### config.mk
export PLATFORM = sky130hd
export DESIGN_NAME = mips_mem_port_master
export DESIGN_NICKNAME = d
export VERILOG_FILES = /design/src/rtl/mips_mem_port_master.sv
export SDC_FILE = /design/constraint.sdc
export NUM_CORES = 1
export LEC_CHECK = 0
export CORE_MARGIN = 2
export CORE_UTILIZATION = 45
export DETAILED_ROUTE_END_ITERATION = 12
export PLACE_DENSITY = 0.72
export SETUP_SLACK_MARGIN = 0.02
export SLEW_MARGIN = 20
export SYNTH_ARGS = -nofsm -noshare
export SYNTH_HDL_FRONTEND = slang
export SYNTH_SLANG_ARGS = --single-unit
### constraint.sdc
create_clock -name clk -period 4.1 [get_ports clk]
set_clock_uncertainty 0.2 [all_clocks]
set_input_delay 0.41 -clock clk [delete_from_list [all_inputs] [get_ports clk]]
set_output_delay 0.41 -clock clk [all_outputs]
set_load 0.02 [all_outputs]
### src/rtl/mips_mem_port_master.sv
// rtl/mips_mem_port_master.sv - core-side master for one port of the word-wide synchronous memory.
// Optional MIPS_MEM_ALIGN_CHECK_EN turns misaligned half/word requests into errors instead of aligning them down.
module mips_mem_port_master #(
    parameter int          N          = 32,
    parameter logic [31:0] ADDR_LIMIT = 32'd2052
) (
    input  logic         clk,
    input  logic         rstb,
    input  logic         req_valid,
    output logic         req_ready,
    input  logic         req_we,
    input  logic [1:0]   req_size,
    input  logic         req_signed,
    input  logic [N-1:0] req_addr,
    input  logic [N-1:0] req_wdata,
    output logic         resp_valid,
    input  logic         resp_ready,
    output logic [N-1:0] resp_rdata,
    output logic         resp_err,
    output logic         mem_wr_ena,
    output logic [N-1:0] mem_addr,
    output logic [N-1:0] mem_wr_data,
    input  logic [N-1:0] mem_rd_data
);

    localparam logic [2:0] S_IDLE     = 3'd0;
    localparam logic [2:0] S_CHECK    = 3'd1;
    localparam logic [2:0] S_ERR      = 3'd2;
    localparam logic [2:0] S_RD_ISSUE = 3'd3;
    localparam logic [2:0] S_RD_CAPT  = 3'd4;
    localparam logic [2:0] S_WR       = 3'd5;
    localparam logic [2:0] S_RESP     = 3'd6;

    logic [2:0]   state_q, state_d;
    logic         we_q, we_d;
    logic [1:0]   size_q, size_d;
    logic         signed_q, signed_d;
    logic [N-1:0] addr_q, addr_d;
    logic [N-1:0] wdata_q, wdata_d;
    logic [N-1:0] resp_rdata_q, resp_rdata_d;
    logic         resp_err_q, resp_err_d;
    logic [N-1:0] mem_addr_q, mem_addr_d;
    logic [N-1:0] mem_wr_data_q, mem_wr_data_d;

    logic         err_c;
    logic [N-1:0] eff_addr;
    logic [N-1:0] word_addr;
    logic [1:0]   lane;
    logic [7:0]   rd_byte;
    logic [15:0]  rd_half;
    logic [N-1:0] load_fmt;
    logic [N-1:0] merged;

    // Request decode: error detection, effective address, load formatting and RMW merge.
    always_comb begin
        err_c    = (size_q == 2'b11) || (addr_q >= ADDR_LIMIT);
        eff_addr = addr_q;
`ifdef MIPS_MEM_ALIGN_CHECK_EN
        if (size_q == 2'b01 && addr_q[0]) err_c = 1'b1;
        if (size_q == 2'b10 && addr_q[1:0] != 2'b00) err_c = 1'b1;
`else
        if (size_q == 2'b01) eff_addr[0] = 1'b0;
        if (size_q == 2'b10) eff_addr[1:0] = 2'b00;
`endif
        lane      = eff_addr[1:0];
        word_addr = {eff_addr[N-1:2], 2'b00};
        rd_byte   = mem_rd_data[{lane, 3'b000} +: 8];
        rd_half   = mem_rd_data[{lane[1], 4'b0000} +: 16];

        case (size_q)
            2'b00:   load_fmt = signed_q ? {{(N-8){rd_byte[7]}}, rd_byte} : {{(N-8){1'b0}}, rd_byte};
            2'b01:   load_fmt = signed_q ? {{(N-16){rd_half[15]}}, rd_half} : {{(N-16){1'b0}}, rd_half};
            default: load_fmt = mem_rd_data;
        endcase

        merged = mem_rd_data;
        case (size_q)
            2'b00:   merged[{lane, 3'b000} +: 8] = wdata_q[7:0];
            2'b01:   merged[{lane[1], 4'b0000} +: 16] = wdata_q[15:0];
            default: merged = wdata_q;
        endcase
    end

    always_comb begin
        state_d       = state_q;
        we_d          = we_q;
        size_d        = size_q;
        signed_d      = signed_q;
        addr_d        = addr_q;
        wdata_d       = wdata_q;
        resp_rdata_d  = resp_rdata_q;
        resp_err_d    = resp_err_q;
        mem_addr_d    = mem_addr_q;
        mem_wr_data_d = mem_wr_data_q;

        case (state_q)
            S_IDLE: begin
                if (req_valid) begin
                    we_d     = req_we;
                    size_d   = req_size;
                    signed_d = req_signed;
                    addr_d   = req_addr;
                    wdata_d  = req_wdata;
                    state_d  = S_CHECK;
                end
            end
            S_CHECK: begin
                if (err_c) begin
                    state_d = S_ERR;
                end else if (we_q && size_q == 2'b10) begin
                    mem_addr_d    = word_addr;
                    mem_wr_data_d = wdata_q;
                    state_d       = S_WR;
                end else begin
                    mem_addr_d = word_addr;
                    state_d    = S_RD_ISSUE;
                end
            end
            S_RD_ISSUE: state_d = S_RD_CAPT;
            S_RD_CAPT: begin
                // Read data is valid here, one cycle after the address was presented.
                if (we_q) begin
                    mem_wr_data_d = merged;
                    state_d       = S_WR;
                end else begin
                    resp_rdata_d = load_fmt;
                    resp_err_d   = 1'b0;
                    state_d      = S_RESP;
                end
            end
            S_WR: begin
                resp_rdata_d = '0;
                resp_err_d   = 1'b0;
                state_d      = S_RESP;
            end
            S_ERR: begin
                resp_rdata_d = '0;
                resp_err_d   = 1'b1;
                state_d      = S_RESP;
            end
            S_RESP: begin
                if (resp_ready) begin
                    resp_rdata_d = '0;
                    resp_err_d   = 1'b0;
                    state_d      = S_IDLE;
                end
            end
            default: state_d = S_IDLE;
        endcase
    end

    always_ff @(posedge clk or negedge rstb) begin
        if (!rstb) begin
            state_q       <= S_IDLE;
            we_q          <= 1'b0;
            size_q        <= 2'b00;
            signed_q      <= 1'b0;
            addr_q        <= '0;
            wdata_q       <= '0;
            resp_rdata_q  <= '0;
            resp_err_q    <= 1'b0;
            mem_addr_q    <= '0;
            mem_wr_data_q <= '0;
        end else begin
            state_q       <= state_d;
            we_q          <= we_d;
            size_q        <= size_d;
            signed_q      <= signed_d;
            addr_q        <= addr_d;
            wdata_q       <= wdata_d;
            resp_rdata_q  <= resp_rdata_d;
            resp_err_q    <= resp_err_d;
            mem_addr_q    <= mem_addr_d;
            mem_wr_data_q <= mem_wr_data_d;
        end
    end

    assign req_ready   = (state_q == S_IDLE);
    assign resp_valid  = (state_q == S_RESP);
    assign mem_wr_ena  = (state_q == S_WR);
    assign resp_rdata  = resp_rdata_q;
    assign resp_err    = resp_err_q;
    assign mem_addr    = mem_addr_q;
    assign mem_wr_data = mem_wr_data_q;

endmodule

==> impl_metrics.prom <==
# TYPE chip_impl_metric gauge
chip_impl_info{name="status",value="completed"} 1
chip_impl_metric{name="port_buffers",unit=""} 201
chip_impl_metric{name="synth.avg_cell_area",unit="sq um"} 10.9
chip_impl_metric{name="dp.final_hpwl",unit="um"} 17100
chip_impl_metric{name="switchingPower",unit="uW"} 3390
chip_impl_metric{name="flow.area_growth_from_synthesis",unit="%"} 34.9
chip_impl_metric{name="synth-edff-count",unit=""} 0
chip_impl_metric{name="antenna_violating_nets_post_route",unit=""} 0
chip_impl_info{name="holdPathEnd",value="resp_rdata[4]"} 1
chip_impl_metric{name="setup.reg_to_reg.worst_slack",unit="ps"} 1040
chip_impl_info{name="path_class",value="reg -> reg"} 1
chip_impl_metric{name="worst-r2r-cell-count",unit=""} 9
chip_impl_metric{name="drv_slew",unit=""} 0
chip_impl_metric{name="vias_per_cell",unit=""} 5.80
chip_impl_metric{name="tightest_slew",unit="ps"} 973
chip_impl_info{name="yosysTopAreaCell",value="sky130_fd_sc_hd__dfrtp_1"} 1
chip_impl_info{name="yosysMostFrequentCell",value="sky130_fd_sc_hd__dfrtp_1"} 1
chip_impl_metric{name="fp.dieW",unit="um"} 138
chip_impl_metric{name="grt_max_degree",unit=""} 95
chip_impl_metric{name="initialDrtViolationCount",unit=""} 677
chip_impl_info{name="critPathCaptureType",value="flip-flop"} 1
chip_impl_metric{name="period_share",unit=""} 0.746
chip_impl_info{name="cts_root_buf",value="sky130_fd_sc_hd__clkbuf_16"} 1
chip_impl_metric{name="num_vias",unit=""} 6792
chip_impl_metric{name="power.share.sequential",unit=""} 0.347
chip_impl_metric{name="antenna_cells_inserted",unit=""} 0
chip_impl_metric{name="final.min_clock_period",unit="ps"} 3060
chip_impl_info{name="post_synth_main_area_contributors",value="sky130_fd_sc_hd__dfrtp_1 (51%), sky130_fd_sc_hd__mux2_2 (14%), sky130_fd_sc_hd__o21ai_0 (4.1%)"} 1
chip_impl_metric{name="core.rowCount",unit=""} 49
chip_impl_metric{name="power_density",unit="nW/um^2"} 765
chip_impl_metric{name="synth.ff_latch_count",unit=""} 166
chip_impl_metric{name="core_area",unit="sq um"} 17800
chip_impl_metric{name="cts_inserted_buffers",unit=""} 17
chip_impl_metric{name="layout_net_count",unit=""} 1039
chip_impl_metric{name="clk_pin_slew",unit="ps"} 70
chip_impl_metric{name="relSlewSlack",unit=""} 0.351
chip_impl_metric{name="fin_total_pwr",unit="uW"} 8340
chip_impl_metric{name="worstPathArrival",unit="ps"} 3230
chip_impl_info{name="worstSetupStartpointType",value="flip-flop"} 1
chip_impl_metric{name="layoutNonFillerInstCount",unit=""} 1172
chip_impl_metric{name="cap_violations",unit=""} 0
chip_impl_metric{name="grt_remaining_overflow",unit=""} 0
chip_impl_info{name="main_synth_ff_type",value="sky130_fd_sc_hd__dfrtp_1"} 1
chip_impl_metric{name="htree_levels",unit=""} 4
chip_impl_metric{name="multi_input_area",unit="sq um"} 3570
chip_impl_info{name="reg2reg_to",value="mem_wr_data[16]"} 1
chip_impl_metric{name="synth_top_cell_area_share",unit=""} 0.514
chip_impl_metric{name="dp_cells",unit=""} 1139
chip_impl_metric{name="swShare",unit=""} 0.407
chip_impl_metric{name="post_cts_resize_count",unit=""} 0
chip_impl_metric{name="finalInstanceArea",unit="sq um"} 10900
chip_impl_metric{name="tns",unit="ps"} 0
chip_impl_info{name="hold_start",value="resp_rdata[4]"} 1
chip_impl_metric{name="insertion_delay",unit="ps"} 430
chip_impl_metric{name="routed_wire_length_per_instance",unit="um"} 20.5
chip_impl_metric{name="antenna_found_initial",unit=""} 0
chip_impl_metric{name="finalWirelength",unit="um"} 24000
chip_impl_metric{name="post_synth_instance_area",unit="sq um"} 8090
chip_impl_info{name="tritoncts",value="built"} 1
chip_impl_metric{name="p_int",unit="uW"} 4950
chip_impl_metric{name="grt.total_usage",unit=""} 0.253
chip_impl_metric{name="hold_depth",unit=""} 2
chip_impl_metric{name="cts-root-to-sink-buffers",unit=""} 2
chip_impl_metric{name="grt_pass1_vias",unit=""} 6488
chip_impl_info{name="r2r_start",value="size_q[1]"} 1
chip_impl_metric{name="sinks_on_clock_net",unit=""} 166
chip_impl_metric{name="netlist_instances",unit=""} 743
chip_impl_metric{name="final_layout_size_suffix_gt1_frac",unit=""} 0.171
chip_impl_metric{name="seqCellArea",unit="sq um"} 4160
chip_impl_info{name="setup_repair_after_global_routing_missed_its_margin",value="no"} 1
chip_impl_metric{name="power.leakage",unit="uW"} 0.00460
chip_impl_metric{name="worst_path_maximum_fanout",unit=""} 8
chip_impl_metric{name="replace_congestion",unit=""} 0.905
chip_impl_metric{name="synth_sequential_area_ratio",unit=""} 0.514
chip_impl_metric{name="yosysWarningCount",unit=""} 0
chip_impl_metric{name="fp.dieArea",unit="sq um"} 19100
chip_impl_metric{name="yosys.cell_types.count",unit=""} 56
chip_impl_metric{name="starting_utilization_of_the_core_area",unit=""} 0.455
chip_impl_metric{name="vert_die_dim",unit="um"} 138
chip_impl_info{name="min-delay-path-class",value="reg -> reg"} 1
chip_impl_metric{name="detailedRoute.firstPassIterationCount",unit=""} 6
chip_impl_metric{name="maxClockFrequency",unit="MHz"} 327
chip_impl_metric{name="comb_power_share",unit=""} 0.459
chip_impl_metric{name="fillCellCount",unit=""} 1479
chip_impl_metric{name="grt_pass1_wl",unit="um"} 37900
chip_impl_metric{name="final-hold-violation-count",unit=""} 0
chip_impl_metric{name="ys_async_sr_fraction",unit=""} 1.00
chip_impl_metric{name="drc",unit=""} 0
chip_impl_metric{name="power.ir.vdd_worst",unit="mV"} 0.360
chip_impl_metric{name="dpl_cell_area",unit="sq um"} 10300
chip_impl_metric{name="top_level_ports",unit=""} 204
chip_impl_metric{name="clock_network_fraction_of_total_power",unit=""} 0.194
chip_impl_info{name="synth.top_cells.by_count",value="sky130_fd_sc_hd__dfrtp_1 (166), sky130_fd_sc_hd__mux2_2 (97), sky130_fd_sc_hd__o21ai_0 (66), sky130_fd_sc_hd__nand2_1 (53), sky130_fd_sc_hd__nor2_1 (36)"} 1
chip_impl_metric{name="final_setup_viols",unit=""} 0
chip_impl_metric{name="worst_ep_required_time",unit="ps"} 4270
==> registers in the layout, summed over array words and instances (netlist names), 2 cells and up <==
register,flops
state_q,3
size_q,2
mem_addr,30
resp_rdata,32
addr_q,32
mem_wr_data,32
wdata_q,32
==> metrics by stage <==
stage	utilization	hold WS, ps	worst slack, ps
6_report	0.613	286	1040
5_1_grt	0.613	319	823
4_1_cts	0.613	289	1130
3_5_place_dp	0.579	274	1150
3_3_place_gp	0.579	267	1170
2_1_floorplan	-	-85.6	965
==> cell type report <==
type	count	area share
tap	229	0.0263
inverter	33	0.0114
clock inverter	14	0.0150
multi-input combinational	490	0.328
sequential	166	0.381
timing repair buffer	222	0.199
clock buffer	18	0.0394
==> worst max-delay path, cell delays in order (launching register included) <==
cell and delay [ps]:
sky130_fd_sc_hd__dfrtp_1 410, sky130_fd_sc_hd__xnor2_1 360, sky130_fd_sc_hd__and2_1 270, sky130_fd_sc_hd__inv_1 100, sky130_fd_sc_hd__ha_1 370, sky130_fd_sc_hd__nand3b_1 90, sky130_fd_sc_hd__o211ai_1 630, sky130_fd_sc_hd__a221oi_1 220
sky130_fd_sc_hd__nor3_1 180, sky130_fd_sc_hd__mux2_2 170
==> power groups by stage <==
stage,Clock [uW],Sequential (uW),Combinational [uW]
global route,1730,2970,4140
finish,1620,2890,3830
detailed placement,0,2910,3810
global placement,0,2890,3760
CTS,1650,2880,3820
floorplan,0,3030,2230
==> layer usage <==
metal,GRT usage,vias up,share of wire,wire length [um]
met2,0.385,305,0.46,11000
met3,0.0620,38,0.088,2120
met1,0.362,3348,0.43,10300
met5,0,-,0,0
li1,-,3101,-,-
met4,0.0779,0,0.021,514
==> worst max-delay path by stage <==
stage,start,to,slack (ps),depth (start not counted)
2_1_floorplan,size_q[0],mem_wr_data[25],960,12
3_3_place_gp,size_q[1],mem_wr_data[21],1170,9
3_5_place_dp,addr_q[1],mem_wr_data[16],1150,7
4_1_cts,size_q[1],mem_wr_data[16],1130,9
5_1_grt,addr_q[1],mem_wr_data[17],820,7
6_report,size_q[1],mem_wr_data[16],1040,9
==> placed cells by master (no fill, tap or decap), types with 7 or more instances in the layout <==
master and count:
sky130_fd_sc_hd__a21oi_1 28, sky130_fd_sc_hd__a221oi_1 23, sky130_fd_sc_hd__a222oi_1 8, sky130_fd_sc_hd__a22oi_1 16, sky130_fd_sc_hd__a311oi_1 7, sky130_fd_sc_hd__buf_4 20
sky130_fd_sc_hd__clkbuf_16 17, sky130_fd_sc_hd__clkdlybuf4s50_1 200, sky130_fd_sc_hd__dfrtp_1 165, sky130_fd_sc_hd__inv_1 31, sky130_fd_sc_hd__mux2_2 97, sky130_fd_sc_hd__mux2i_1 20
sky130_fd_sc_hd__nand2_1 53, sky130_fd_sc_hd__nor2_1 36, sky130_fd_sc_hd__nor2b_1 21, sky130_fd_sc_hd__nor3_1 21, sky130_fd_sc_hd__nor3b_1 8, sky130_fd_sc_hd__o21ai_0 66
sky130_fd_sc_hd__o221ai_1 8, sky130_fd_sc_hd__o22ai_1 8
==> cells by family (layout without fill, tap and decap cells) <==
kind of cell	after synthesis	count (layout)	share of synthesized area
AO/OA/AOI/OAI	190	190	0.161
AND/OR/NAND/NOR	175	175	0.110
flip-flops	166	166	0.514
multiplexers	117	117	0.160
buffers and inverters	88	287	0.0469
adder cells (fa/ha/maj)	5	5	0.00774
other	1	2	0.000464
XOR/XNOR	1	1	0.00108
==> repair_timing <==
action / CTS / global route
hold endpoints to repair: 90 / 0
setup buffers: 0 / 0
setup endpoints to repair: 0 / 0
hold buffers: 1 / 0
Power figures use the tool's default switching activity.
